[config.mk]
export PLATFORM = sky130hd
export DESIGN_NAME = game_state_controller
export DESIGN_NICKNAME = d
export VERILOG_FILES = /design/src/rtl/game_pkg.sv /design/src/rtl/frame_tick_gen.sv /design/src/rtl/game_state_controller.sv
export SDC_FILE = /design/constraint.sdc
export NUM_CORES = 1
export LEC_CHECK = 0
export CORE_MARGIN = 5
export CORE_UTILIZATION = 44
export CTS_CLUSTER_SIZE = 28
export DETAILED_ROUTE_END_ITERATION = 10
export HOLD_SLACK_MARGIN = 0.15
export PLACE_DENSITY = 0.67
export SLEW_MARGIN = 20
export SYNTH_ARGS = -nofsm -noshare
export SYNTH_HDL_FRONTEND = slang
export SYNTH_SLANG_ARGS = --single-unit
export TNS_END_PERCENT = 1
[constraint.sdc]
create_clock -name Clk -period 2.6 [get_ports Clk]
set_clock_uncertainty 0.2 [all_clocks]
set_input_delay 0.26 -clock Clk [delete_from_list [all_inputs] [get_ports Clk]]
set_output_delay 0.26 -clock Clk [all_outputs]
set_load 0.01 [all_outputs]
[src/rtl/game_pkg.sv]
// rtl/game_pkg.sv - shared game state encoding and default frame timing constants
package game_pkg;

  typedef enum logic [2:0] {
    IDLE     = 3'd0,
    PLAY     = 3'd1,
    DYING    = 3'd2,
    GAMEOVER = 3'd3,
    WIN      = 3'd4
  } game_state_t;

  localparam int DEF_DEATH_FRAMES    = 60;
  localparam int DEF_GAMEOVER_FRAMES = 180;
  localparam int DEF_WIN_FRAMES      = 120;

endpackage

[src/rtl/frame_tick_gen.sv]
// rtl/frame_tick_gen.sv - synchronizes asynchronous vsync and emits a one-cycle tick per rising edge
module frame_tick_gen (
  input  logic Clk,
  input  logic Reset,
  input  logic frame_clk,
  output logic frame_tick
);

  logic sync1_q, sync1_d;
  logic sync2_q, sync2_d;
  logic edge_q, edge_d;

  always_comb begin
    sync1_d = frame_clk;
    sync2_d = sync1_q;
    edge_d  = sync2_q;
  end

  always_ff @(posedge Clk) begin
    if (Reset) begin
      sync1_q <= 1'b0;
      sync2_q <= 1'b0;
      edge_q  <= 1'b0;
    end else begin
      sync1_q <= sync1_d;
      sync2_q <= sync2_d;
      edge_q  <= edge_d;
    end
  end

  assign frame_tick = sync2_q & ~edge_q;

endmodule

[src/rtl/game_state_controller.sv]
// rtl/game_state_controller.sv - IDLE/PLAY/DYING/WIN/GAMEOVER sequencer with level reset pulse
module game_state_controller
  import game_pkg::*;
#(
  parameter int DEATH_FRAMES    = DEF_DEATH_FRAMES,
  parameter int GAMEOVER_FRAMES = DEF_GAMEOVER_FRAMES,
  parameter int WIN_FRAMES      = DEF_WIN_FRAMES
) (
  input  logic       Clk,
  input  logic       Reset,
  input  logic       frame_clk,
  input  logic       start_key,
  input  logic       player1_dead,
  input  logic       player2_dead,
  input  logic       player1_at_door,
  input  logic       player2_at_door,
  output logic       level_reset,
  output logic       players_frozen,
  output logic [2:0] game_state,
  output logic [1:0] dead_player,
  output logic       blink
);

  localparam logic [7:0] DEATH_LIM    = 8'(DEATH_FRAMES);
  localparam logic [7:0] GAMEOVER_LIM = 8'(GAMEOVER_FRAMES);
  localparam logic [7:0] WIN_LIM      = 8'(WIN_FRAMES);

  game_state_t state_q, state_d;
  logic [7:0]  frame_cnt_q, frame_cnt_d;
  logic        level_reset_q, level_reset_d;
  logic        frozen_q, frozen_d;
  logic [1:0]  dead_player_q, dead_player_d;
  logic        blink_q, blink_d;
  logic        start_key_q, start_key_d;
  logic        frame_tick;
  logic        start_edge;

  frame_tick_gen u_frame_tick_gen (
    .Clk       (Clk),
    .Reset     (Reset),
    .frame_clk (frame_clk),
    .frame_tick(frame_tick)
  );

  assign start_edge = start_key & ~start_key_q;

  always_comb begin
    state_d       = state_q;
    frame_cnt_d   = frame_cnt_q;
    level_reset_d = 1'b0;
    dead_player_d = dead_player_q;
    start_key_d   = start_key;

    if (frame_tick && (state_q == DYING || state_q == GAMEOVER || state_q == WIN))
      frame_cnt_d = frame_cnt_q + 8'd1;

    case (state_q)
      IDLE: begin
        if (start_edge) begin
          state_d       = PLAY;
          level_reset_d = 1'b1;
        end
      end
      PLAY: begin
        // Hazard latches still hold old deaths while the reset pulse is in flight.
        if (!level_reset_q) begin
          if (player1_dead || player2_dead) begin
            state_d       = DYING;
            dead_player_d = {player2_dead, player1_dead};
          end else if (player1_at_door && player2_at_door) begin
            state_d = WIN;
          end
        end
      end
      DYING: begin
        if (frame_cnt_q == DEATH_LIM) state_d = GAMEOVER;
      end
      GAMEOVER: begin
        if (start_edge) begin
          state_d       = PLAY;
          level_reset_d = 1'b1;
          dead_player_d = 2'b00;
        end else if (frame_cnt_q == GAMEOVER_LIM) begin
          state_d       = IDLE;
          dead_player_d = 2'b00;
        end
      end
      WIN: begin
        if (frame_cnt_q == WIN_LIM) begin
          state_d       = IDLE;
          dead_player_d = 2'b00;
        end
      end
      default: begin
        state_d       = IDLE;
        dead_player_d = 2'b00;
      end
    endcase

    if (state_d != state_q) frame_cnt_d = 8'd0;

    frozen_d = (state_d != PLAY);
    blink_d  = (state_d == DYING) & frame_cnt_d[3];
  end

  always_ff @(posedge Clk) begin
    if (Reset) begin
      state_q       <= IDLE;
      frame_cnt_q   <= 8'd0;
      level_reset_q <= 1'b0;
      frozen_q      <= 1'b1;
      dead_player_q <= 2'b00;
      blink_q       <= 1'b0;
      start_key_q   <= 1'b0;
    end else begin
      state_q       <= state_d;
      frame_cnt_q   <= frame_cnt_d;
      level_reset_q <= level_reset_d;
      frozen_q      <= frozen_d;
      dead_player_q <= dead_player_d;
      blink_q       <= blink_d;
      start_key_q   <= start_key_d;
    end
  end

  assign level_reset    = level_reset_q;
  assign players_frozen = frozen_q;
  assign game_state     = state_q;
  assign dead_player    = dead_player_q;
  assign blink          = blink_q;

endmodule

==> results of run 1 <==
metal layers:
layer | up-vias | global-route usage | wire length (um)
li1 | 434 | - | -
met5 | - | 0 | 0
met2 | 16 | 0.214 | 985
met1 | 396 | 0.151 | 922
met4 | 0 | 0.0497 | 25
met3 | 4 | 0.0482 | 93
registers in the layout, indices dropped and copies added, names as in the netlist:
name / flops
blink: 1
level_reset: 1
game_state: 3
dead_player: 2
u_frame_tick_gen.edge_d: 1
players_frozen: 1
start_key_q: 1
u_frame_tick_gen.sync1_q: 1
u_frame_tick_gen.edge_q: 1
frame_cnt_q: 8
critical path: stages (launching register included):
cell and delay, ns:
dfxtp_1 0.69, nor3b_1 0.29, nor4bb_1 0.52, a211oi_1 0.15, o211ai_2 0.21, nor2_1 0.10
area by class of cell:
type,instances,area (um2)
clock buffers,4,36.3
fillers,212,998
multi-input cells,89,591
flip-flops and latches,20,400
well taps,28,35.0
repair buffers,17,165
inverters,2,7.51
cell usage after synthesis (2+ instances only):
cell / count
nand2b_1: 4
nand2_1: 9
ha_1: 2
nand3_1: 4
nor3_1: 2
nor2_1: 20
or3_1: 3
xor2_1: 4
or2_0: 2
inv_1: 2
xnor2_1: 3
a21oi_1: 5
dfxtp_1: 20
nor2b_1: 5
o211ai_1: 2
buf_6: 2
power by group:
part	total, W	switching [W]	internal, W
combinational	0.0000898	0.0000429	0.0000470
clock	0.000175	0.0000892	0.0000854
sequential	0.000328	0.0000136	0.000315
total	0.000593	0.000146	0.000447
placed cells by master, fill, tap and decap left out, drive strengths merged, types with 2 or more instances in the layout:
cell type / count
nor2b: 5
clkbuf: 4
dfxtp: 20
or2: 3
or3: 3
a21oi: 7
o211ai: 3
nand2: 10
nand4: 2
clkdlybuf4s50: 15
nand2b: 4
xnor2: 3
inv: 2
xor2: 4
nor3: 2
nand3: 4
nor2: 20
ha: 2
buf: 2
metrics by stage:
stage | power [W] | hold WS, ns | utilization
floorplan | 0.000393 | 0.164 | -
global placement | 0.000423 | 0.232 | 0.537
detailed placement | 0.000425 | 0.240 | 0.537
CTS | 0.000605 | 0.261 | 0.553
global route | 0.000629 | 0.288 | 0.553
finish | 0.000593 | 0.256 | 0.553
worst max-delay path by stage:
stage | endpoint | slack (ns) | depth (start not counted)
global route | frame_cnt_q[1]$_SDFFE_PP0P_ | 0.12 | 5
finish | frame_cnt_q[0]$_SDFFE_PP0P_ | 0.32 | 5
floorplan | players_frozen$_SDFF_PP1_ | 0.54 | 7
global placement | frame_cnt_q[1]$_SDFFE_PP0P_ | 0.41 | 5
detailed placement | frame_cnt_q[1]$_SDFFE_PP0P_ | 0.37 | 5
CTS | frame_cnt_q[1]$_SDFFE_PP0P_ | 0.33 | 5
cells by family after synthesis:
group                      count (synthesis)  share of synthesized area
and+or+nand+nor                           59                      0.307
AOI/OAI and AO/OA                         21                      0.182
DFF                                       20                      0.389
xor gates and xnor gates                   7                     0.0595
buffers and inverters                      6                     0.0377
adders and majority gates                  2                     0.0243
==> impl_metrics.tcl, run 1 <==
set metrics [dict create \
    via_count 850 \
    grt_pass1_wl_um 3450 \
    power_density_nw_per_um2 480 \
    hp-start "u_frame_tick_gen.sync1_q$_SDFF_PP0_" \
    worst_setup_path_end_kind "flip-flop" \
    num_antenna_cells 0 \
    slew_headroom 0.627 \
    synth.distinct_cells 42 \
    yosysTopAreaCell "dfxtp_1" \
    clk_pin_slew_ns 0.10 \
    timing.final.max_slew_violations 0 \
    cts_root_buf "clkbuf_4" \
    max_freq_mhz 439 \
    r2r_slack_ns 0.32 \
    worst_pin_slew_ns 0.558 \
    netlist_instances 115 \
    critPathArrivalTime_ns 2.26 \
    cts_tree "done" \
    setup_viol 0 \
    start_util 0.461 \
    syn_avg_cell_area_um2 8.95 \
    ys_warn_count 0 \
    synth_edf_count 0 \
    rsz0062_at_grt "no" \
    clk_latency_ns 0.30 \
    post_cts_buffers 0 \
    place_area_um2 1200 \
    cap_violations 0 \
    holdPathEnd "u_frame_tick_gen.edge_d$_SDFF_PP0_" \
    wl_um 2030 \
    drive_gt1_frac 0.121 \
    placedCellCount 156 \
    syn_to_final_growth_pct 19.9 \
    fp.dieArea_um2 3410 \
    io_buffer_count 15 \
    rr_endpoint "frame_cnt_q[0]$_SDFFE_PP0P_" \
    post-route-drc-count 0 \
    rows 17 \
    drt_iter0_drc 13 \
    status "completed" \
    die_h_um 58.4 \
    place_ws_ns 0.366 \
    rr_startpoint "game_state[0]$_SDFF_PP0_" \
    syn_area_um2 1030 \
    yosys_most_used_dff "dfxtp_1" \
    hold_buffers 0 \
    stdcell_count 160 \
    netlist.area_leader.share 0.389 \
    gr-total-overflow 0 \
    worstPathRequired_ns 2.58 \
    post-route-min-period_ns 2.28 \
    antenna_found_initial 0 \
    peakVddDrop_uv 404 \
    numCtsBuffers 3 \
    fin_setup_tns_ns 0 \
    drtAntennaViolNets 0 \
    final_area_um2 1230 \
    grt_max_degree 14 \
    drt_pass1_iterations 4 \
    cts-htree-levels 1 \
    wl_per_cell_um 12.7 \
    r2r_cells 5 \
    period_share 0.877 \
    nets 143 \
    gp_congestion 0.844 \
    ctsResizeCount 0 \
    critPathLaunch "game_state[0]$_SDFF_PP0_" \
    worstSetupPathType "flip-flop to flip-flop" \
    grt_pass1_vias 850 \
    hold_class "flip-flop to flip-flop" \
    crit_fanout 13 \
    clk_path_buf_depth 2 \
    die_x_um 58.4 \
    via_per_inst 5.31 \
    yosysSeqAreaShare 0.389 \
    cts_sinks 20 \
    synth_nets 125 \
    crit_path_start_kind "flip-flop" \
    holdPathStages 1 \
    ys_seq_elements 20 \
    p_leak_nw 0.426 \
    core_area_um2 2230 \
    io_pins 16 \
    fin_ws_ns 0.320 \
    synth_area_leaders "dfxtp_1 39%, nor2_1 7.3%, xor2_1 3.4%, nand2_1 3.3%, nor2b_1 3.0%" \
    grt_use_total 0.129 \
    hpwl_um 1560 \
    async_flop_share 0 \
    hold_viol 0 \
]
(Power assumes the default switching activity.)
==> inputs of run 2 (changes only) <==
TNS_END_PERCENT = 10   (was 1)
==> results of run 2 <==
Same layout as run 1: the final DEF is identical, and so are final timing and power.
